--- src/rtl/reg_wb_arbiter.sv ---
// rtl/reg_wb_arbiter.sv - register-file write-port arbiter with post-reset clear sequence
module reg_wb_arbiter #(
    parameter int WORD       = 64,
    parameter int INIT_CLEAR = 1,
    parameter int ZR_IDX     = 31
) (
    input  logic            clk,
    input  logic            rst_n,
    input  logic            dbg_valid,
    input  logic [4:0]      dbg_reg,
    input  logic [WORD-1:0] dbg_data,
    output logic            dbg_ready,
    input  logic            alu_valid,
    input  logic [4:0]      alu_reg,
    input  logic [WORD-1:0] alu_data,
    output logic            alu_ready,
    input  logic            mem_valid,
    input  logic [4:0]      mem_reg,
    input  logic [WORD-1:0] mem_data,
    output logic            mem_ready,
    output logic            RegWrite,
    output logic [4:0]      w_reg,
    output logic [WORD-1:0] w_data,
    output logic            init_done
);

    localparam logic [0:0] ST_CLEAR = 1'b0;
    localparam logic [0:0] ST_RUN   = 1'b1;
    localparam logic       LG_ALU   = 1'b0;
    localparam logic       LG_MEM   = 1'b1;
    localparam logic [4:0] ZR       = ZR_IDX[4:0];
    localparam logic [4:0] LAST_CLR = 5'd30;
    localparam logic [0:0] ST_RESET = (INIT_CLEAR != 0) ? ST_CLEAR : ST_RUN;

    logic [0:0]      state;
    logic [4:0]      cnt;
    logic            last_grant;
    logic            run;
    logic            grant_dbg;
    logic            grant_alu;
    logic            grant_mem;
    logic            handshake;
    logic [4:0]      sel_reg;
    logic [WORD-1:0] sel_data;

    assign run = (state == ST_RUN);

    // Debug always wins; on an ALU/MEM tie the port not granted last goes next.
    always_comb begin
        grant_dbg = run && dbg_valid;
        grant_alu = run && !dbg_valid && alu_valid && (!mem_valid || last_grant == LG_MEM);
        grant_mem = run && !dbg_valid && mem_valid && (!alu_valid || last_grant == LG_ALU);
        handshake = grant_dbg || grant_alu || grant_mem;
        sel_reg   = '0;
        sel_data  = '0;
        if (grant_dbg) begin
            sel_reg  = dbg_reg;
            sel_data = dbg_data;
        end else if (grant_alu) begin
            sel_reg  = alu_reg;
            sel_data = alu_data;
        end else if (grant_mem) begin
            sel_reg  = mem_reg;
            sel_data = mem_data;
        end
    end

    assign dbg_ready = grant_dbg;
    assign alu_ready = grant_alu;
    assign mem_ready = grant_mem;

    always_ff @(posedge clk or negedge rst_n) begin
        if (!rst_n) begin
            state      <= ST_RESET;
            cnt        <= '0;
            last_grant <= LG_MEM;
            RegWrite   <= 1'b0;
            w_reg      <= '0;
            w_data     <= '0;
            init_done  <= 1'b0;
        end else if (state == ST_CLEAR) begin
            RegWrite  <= 1'b1;
            w_reg     <= cnt;
            w_data    <= '0;
            cnt       <= cnt + 5'd1;
            if (cnt == LAST_CLR) begin
                state     <= ST_RUN;
                init_done <= 1'b1;
            end
        end else begin
            init_done <= 1'b1;
            // XZR writes complete the handshake but never reach the register file.
            if (handshake && sel_reg != ZR) begin
                RegWrite <= 1'b1;
                w_reg    <= sel_reg;
                w_data   <= sel_data;
            end else begin
                RegWrite <= 1'b0;
            end
            if (grant_alu) last_grant <= LG_ALU;
            if (grant_mem) last_grant <= LG_MEM;
        end
    end

endmodule

--- config.mk ---
export PLATFORM = sky130hd
export DESIGN_NAME = reg_wb_arbiter
export DESIGN_NICKNAME = d
export VERILOG_FILES = /design/src/rtl/reg_wb_arbiter.sv
export SDC_FILE = /design/constraint.sdc
export NUM_CORES = 1
export LEC_CHECK = 0
export CAP_MARGIN = 20
export CORE_MARGIN = 2
export CORE_UTILIZATION = 40
export CTS_CLUSTER_SIZE = 16
export DETAILED_ROUTE_END_ITERATION = 10
export PLACE_DENSITY = 0.87
export SLEW_MARGIN = 20
export SYNTH_ARGS = -nofsm -noshare
export SYNTH_HDL_FRONTEND = slang
export SYNTH_SLANG_ARGS = --single-unit
--- constraint.sdc ---
create_clock -name clk -period 7.7 [get_ports clk]
set_input_delay 1.925 -clock clk [delete_from_list [all_inputs] [get_ports clk]]
set_output_delay 1.925 -clock clk [all_outputs]
set_load 0.01 [all_outputs]
### Word-level counts from Yosys, hierarchy flattened

Cells that the tools add are included.

| word-level totals | value |
|---|---|
| bits in registers | 78 |
| input bits | 212 |
| output and inout port bits | 74 |
| word-level logic and storage cells | 47 |

| operators by class | value |
|---|---|
| add/subtract/negate cells | 1 |
| equality and inequality tests | 3 |
| multiplexer cells | 18 |
| bitwise gates (word level) | 1 |
| reduce and logical (&&, ||, !) cells | 17 |

Operators by type and width:

| cell | count |
|---|---|
| 64-bit 2-to-1 mux | 5 |
| 5-bit 2-to-1 mux | 5 |
| 1-bit 2-to-1 mux | 8 |
| 1-bit logical AND | 7 |
| 5-bit by 1-bit adder with 5-bit output, second input constant | 1 |
| 5-bit equality test, second input constant | 1 |
| 5-bit != test, second input constant | 1 |
| 1-bit logical OR | 4 |
| 2-bit nonzero test | 2 |
| 1-bit zero test | 3 |
| 2-bit by 1-bit != test with 1-bit output, second input constant | 1 |
| 2-bit AND reduction | 1 |
| 1-bit inverter | 1 |

### Longest topological paths before layout

| depth | value |
|---|---|
| depth in word-level cells | 11 |
| mapped depth | 10 |
| depth with buffers taken out | 6 |

### Least setup slack after synthesis

Ideal clock, no wire load.

| path | value |
|---|---|
| path type | in2out |
| from | in mem_valid |
| to | out mem_ready |
| arrival time | 3.269 ns |
| required time | 5.775 ns |
| setup slack | 2.506 ns |
| stages | 6 |
| path buffers | 4 |
| cells stage by stage | a21boi_1 -> and2_1 -> clkbuf_1 -> buf_2 -> buf_1 -> clkbuf_1 |

| on the way | value |
|---|---|
| longest elaborated chain between the ends | 2 |

RTL lines:

| item | line | RTL |
|---|---|---|
| start: declaration | 17 | `input logic mem_valid,` |
| 1-bit logical AND (2 in series) | 52 | `grant_mem = run && !dbg_valid && mem_valid && (!alu_valid \|\| last_grant == LG_ALU);` |
| end: declaration | 20 | `output logic mem_ready,` |

No other way between the ends.

### Worst setup path in the final report

| path | value |
|---|---|
| from | in dbg_valid |
| to | reg w_data[4] |

| on the way | value |
|---|---|
| longest elaborated chain between the ends | 10 |
| elaborated cells on any way between the ends | 20 |
| those cells by class | 2 x eq/ne; 8 x mux; 10 x reduce/logical |

RTL lines:

| item | line | RTL |
|---|---|---|
| start: declaration | 9 | `input logic dbg_valid,` |
| 1-bit zero test | 51, 52 |  |
| 1-bit logical AND | 51, 52 |  |
| 1-bit logical AND (2 in series) | 52 |  |
| 5-bit 2-to-1 mux | 62 | `end else if (grant_mem) begin` |
| 5-bit 2-to-1 mux | 59 | `end else if (grant_alu) begin` |
| 5-bit 2-to-1 mux | 56 | `if (grant_dbg) begin` |
| 5-bit != test | 93 | `if (handshake && sel_reg != ZR) begin` |
| 1-bit logical AND | 93 |  |
| 2-bit by 1-bit != test with 1-bit output (no line) | - |  |
| end signal: assignment | 96 | `w_data <= sel_data;` |
| end: declaration | 23 | `output logic [WORD-1:0] w_data,` |

Several ways; a longest one is shown, not always the timed one. The select of a mux whose other input is x is not followed.
A chain may end at the register's enable or synchronous reset.

==> impl_metrics.ini <==
[place]
dp_hpwl_um = 12750
port_buffers = 285
place.gp.congestion = 0.8512
placedCellCount = 883

[setup_path]
critPathArrivalTime_ps = 5910
r2r_cells = 10
critical_path_peak_fanout = 66
cp-start-kind = primary input
worstPathRequired_ps = 7950
worst-setup-path-type = primary input to flop
crit_path_end_kind = flop

[routing]
avgRoutedWirePerCell_um = 19.53
drc_errors = 0
dr_total_vias = 5200
wirelength_um = 17560
drt_first_iter_violations = 495
via_per_inst = 5.784
first_pass_iters = 7
drt.antenna.violating_nets = 0

[timing]
holdWs_ps = 469.3
finalCritPeriodShare_pct = 73.48
relSlewSlack_pct = 50.56
rsz0062_at_grt = no
hold_viol = 0
period_minus_slack_ps = 5658
finalSetupTns_ps = 0
fmax_mhz = 176.8
fin_skew_ps = 7.750
slew_viol_final = 0
worst_pin_slew_ps = 738.8
setup_violations = 0

[floorplanning]
fp.dieH_um = 110.3
pin_count = 286
start_util_pct = 41.35
rows = 38
core_area_um2 = 10940
die_w_um = 110.3
dieArea_um2 = 12170

[pwr]
pwr-share-comb_pct = 31.7
p_int_w = 0.001001
power.total_w = 0.001386
power.switching_w = 0.0003854
p_leak_nw = 3.197
cellPowerDensity_nw_per_um2 = 179.3
vdd_drop_max_mv = 0.1239
p_seq_share_pct = 35.4
swShare_pct = 27.80
power.share.clock_pct = 32.9

[finish]
mostFrequentLayoutCell = clkdlybuf4s50_1
instances_no_fill = 899
multi_input_area_um2 = 2198
seq_area_um2 = 1954
largest_reg_flops = 64
drive_above_1_share_pct = 4.743
final_nets = 968
layout_common_cells = 284 x clkdlybuf4s50_1, 76 x dfrtp_1, 72 x nand2_1, 50 x a21oi_1, 42 x inv_1
fillerInstances = 797
synthToLayoutAreaGrowth_pct = 70.97
fin_util_pct = 70.70
diodes = 0

[synthesis]
yosysUniqueCellTypes = 40
async_reset_ff_share_pct = 100.0
syn_nets = 716
synth_cells = 502
syn-cell-area_um2 = 4522
synth.ff_latch_count = 78
ys_warn_count = 0
synth_ff_type = dfrtp_1
avgSynthCellArea_um2 = 9.008
yosysSeqAreaShare_pct = 43.19
synth_edf_count = 0

[cts]
root_buffer = clkbuf_16
clk_latency_ps = 330
post_cts_buffers = 0
h-tree-depth = 3
numCtsBuffers = 9
cts_buffer_depth = 2
clock-sinks = 78
cts_tree = yes
cts_hold_buf = 0
ctsResizeCount = 0
path_clk_slew_ps = 60

[outcome]
status = finished, final reports clean

[grt]
grt_max_degree = 79
overflow = 0
antenna_found_initial = 0
grt_first_pass_wirelength_um = 25870
grt_use_total_pct = 28.06
grt_pass1_vias = 5280

[worst_hold_path]
holdPathStages = 1
min_path_type = flop to flop

[flow_run]
cap_viol_max_count = 0
synthesized netlist by cell type, types with 12 or more instances:
master,n,area [um^2]
mux2i_1,29,290.3
clkbuf_1,30,112.6
a222oi_1,38,380.4
a21oi_1,50,250.2
nor2_1,14,52.55
a211oi_1,26,195.2
o21ai_0,21,105.1
inv_1,42,157.7
nand2_1,72,270.3
a31oi_1,14,87.58
a221o_1,18,180.2
dfrtp_1,77,1927
o211ai_1,12,90.09
cell families after synthesis:
family / Yosys count / synth area share (%)
mux: 30 / 6.669
flops: 78 / 43.19
simple gates: 104 / 9.796
fa+ha+maj: 2 / 0.5533
compound gates: 189 / 30.38
xor+xnor: 4 / 0.7747
buf+inv: 95 / 8.633
cell type report:
| cell class | instances | area share, % |
|---|---|---|
| repair buffers | 294 | 37.79 |
| multi-input cells | 329 | 28.44 |
| flip-flops and latches | 78 | 25.28 |
| clock buffers | 10 | 3.091 |
| well taps | 140 | 2.266 |
| inverters | 42 | 2.039 |
| clock inverters | 6 | 1.101 |
critical path, stage by stage:
cell             delay, ps
clkdlybuf4s50_1        630
inv_1                  370
nor2_4                 190
buf_4                  600
a222oi_1               270
nand4b_1               330
o21ai_4                650
buf_4                  620
mux2i_1                270
power groups by stage:
stage / Combinational, W / Sequential, W / Clock [W]
2_1_floorplan: 0.000150 / 0.000516 / 0
3_3_place_gp: 0.000425 / 0.000496 / 0
3_5_place_dp: 0.000437 / 0.000498 / 0
4_1_cts: 0.000440 / 0.000491 / 0.000463
5_1_grt: 0.000471 / 0.000496 / 0.000483
6_report: 0.000440 / 0.000491 / 0.000456
metrics by stage:
| step | worst slack (ps) | area [um^2] |
|---|---|---|
| 3_5_place_dp | 1765 | 7403 |
| 5_1_grt | 1801 | 7731 |
| 2_1_floorplan | 2506 | 4522 |
| 4_1_cts | 2099 | 7727 |
| 3_3_place_gp | 1993 | 7403 |
| 6_report | 2042 | 7731 |
metal layers:
metal	GRT usage [%]	routed length, um	up-vias
li1	-	-	2381
met1	31.87	6593	2486
met2	52.23	8958	304
met3	5.115	1640	29
met4	10.18	368	0
met5	0	0	-
path summary, 6_finish.rpt:
path	start	to	slack (ps)
min	init_done	init_done	470
max reg2reg	run	w_data[4]	3160
min in group asynchronous	rst_n	w_data[49]	1620
max	dbg_valid	w_data[4]	2040
max in group asynchronous	rst_n	run	5580
min reg2reg	init_done	init_done	470
No activity file was read; power rests on OpenSTA's default activity.
==> RTL edit, RTL diff (same settings) <==
Reset style: synchronous (`rst_n`), changed in one clocked block.
--- a/src/rtl/reg_wb_arbiter.sv
+++ b/src/rtl/reg_wb_arbiter.sv
@@ -69,7 +69,7 @@
     assign alu_ready = grant_alu;
     assign mem_ready = grant_mem;
 
-    always_ff @(posedge clk or negedge rst_n) begin
+    always_ff @(posedge clk) begin
         if (!rst_n) begin
             state      <= ST_RESET;
             cnt        <= '0;
Function: differs if rst_n is asserted again (counterexample within 4 cycles, from zero or initial values and one cycle with rst_n low); with rst_n held inactive, the same outputs for 10 cycles.
==> RTL edit against the unedited design <==
  * Cell area fell by 7.3%
  * Highest routed layer unchanged
  * Wire length shrank 9.9%
  * Final cell count is 9.1% lower
  * Setup slack worse by 300 ps
  * Sequential cell count unchanged
  * Die area decreased by 7.7%
  * Synthesized area fell by 7.9%
  * Critical endpoint is now alu_ready
Power is not compared: it rests on default switching activity, and its combinational part moved more than twofold at a synthesized area within 25%.
==> RTL edit: results (changes against the unedited design) <==
[route]
met2_length_mm = 8.02  ; -10%
viasPerCell = 5.83  ; +0.75%
met3_length_mm = 1.47  ; -11%
drt_iter0_markers = 526  ; +6.3%
avgRoutedWirePerCell_um = 19.4  ; -0.85%
met1_length_mm = 5.90  ; -10%
drt_pre_antenna_iters = 9  ; +2

[setup_path]
r2r_cells = 8  ; -2
ff2ff_setup_slack_ps = 3610  ; +450 ps
crit_arrival_ps = 4040  ; -1870 ps
cp-endpoint = alu_ready
r2r_start = run
r2r-end = w_data[35]
timing.critical_path.fanout_max = 35  ; -47%

[clock_network]
post_cts_buffers = 0  ; unchanged
cts-buffers-inserted = 9  ; unchanged
clk_pin_slew_ps = 80  ; +20 ps
cts-root-buf = clkbuf_8

[yosys]
yosysSeqAreaShare = 0.375  ; -0.0568
ys_types = 42  ; +5.0%
synth-async-reset-ratio = 0  ; -1.00
synth-main-ff-cell = dfxtp_1
synthTopCellsByArea = dfxtp_1 (38%), a211oi_2 (15%), a21oi_1 (11%)
synthTopCellsByCount = a21oi_1 (89), dfxtp_1 (78), a211oi_2 (49), a222oi_1 (43), clkbuf_1 (37)
synth_nets = 642  ; -10%

[worst_hold_path]
min-delay-start = w_reg[0]
min_path_cells = 2  ; +1
hold_end = w_reg[0]

[grt]
grt_use_met3 = 0.0699  ; +0.0187
use_met2 = 0.482  ; -0.0399
grt.total_usage = 0.267  ; -0.0132
grt_pass1_vias = 4841  ; -8.3%
grt_pass1_wl_mm = 24.2  ; -6.4%
use_met1 = 0.302  ; -0.0171
grt_max_degree = 69  ; -13%

[timing]
min_period_ps = 5960  ; +304 ps
skew_ps = 10.8  ; +3.05 ps
slew_headroom = 0.320  ; -0.185

[placement]
gp_congestion = 0.891  ; +4.6%
hpwl_mm = 11.4  ; -11%
post-place-ws_ps = 1780  ; +11.9 ps

[layout]
nNetsFinal = 890  ; -8.1%
final_layout_size_suffix_gt1_frac = 0.122  ; +0.0744

[outcome]
outcome = finished clean

RTL edit: changes by cell type after synthesis, moves of 14 or more:
| cell | change |
|---|---|
| a211oi_2 | +49 |
| a21oi_1 | +39 |
| a221o_1 | -16 |
| a22o_1 | +21 |
| a31oi_1 | -14 |
| dfrtp_1 | -77 |
| dfxtp_1 | +78 |
| inv_1 | -35 |
| mux2i_1 | -29 |
| nand2_1 | -62 |
| o21ai_0 | -17 |
RTL edit: layout make-up:
type                    instances  area, um^2
fillers                       814        3060
repair buffers                290        2890
multi-input cells             290        2310
flip-flops and latches         78        1560
well taps                     136         170
clock buffers                  10         138
clock inverters                 6        68.8
inverters                       7        26.3
RTL edit: power breakdown:
part           total (W)  switching (W)  internal (W)  leakage (nW)
clock           0.000314       0.000154      0.000160         0.103
combinational   0.000124      0.0000252     0.0000993          1.54
sequential      0.000408     0.00000235      0.000406         0.629
RTL edit: stage by stage:
| stage | hold slack [ps] | instances | instance area, um^2 | power (W) |
|---|---|---|---|---|
| after floorplan | 473 | 428 | 4160 | 0.000425 |
| after global placement | 439 | 801 | 6960 | 0.000538 |
| after detailed placement | 450 | 801 | 6960 | 0.000541 |
| after CTS | 469 | 817 | 7170 | 0.000853 |
| after global routing | 483 | 817 | 7170 | 0.000876 |
| final | 464 | 817 | 7170 | 0.000846 |
RTL edit: kinds of logic (layout without fill, tap and decap cells):
logic type      after synthesis  after routing  share of synthesized area
fa+ha+maj                     2              2                    0.00601
flops                        78             78                      0.375
xor+xnor                      4              4                    0.00842
buf+inv                      60            313                     0.0760
simple gates                 43             43                     0.0583
compound gates              241            241                      0.476
RTL edit: critical path, cell delays in order:
cell and delay (ps):
clkdlybuf4s50_1 560, nor2b_4 240, and3_2 640, clkdlybuf4s50_1 660
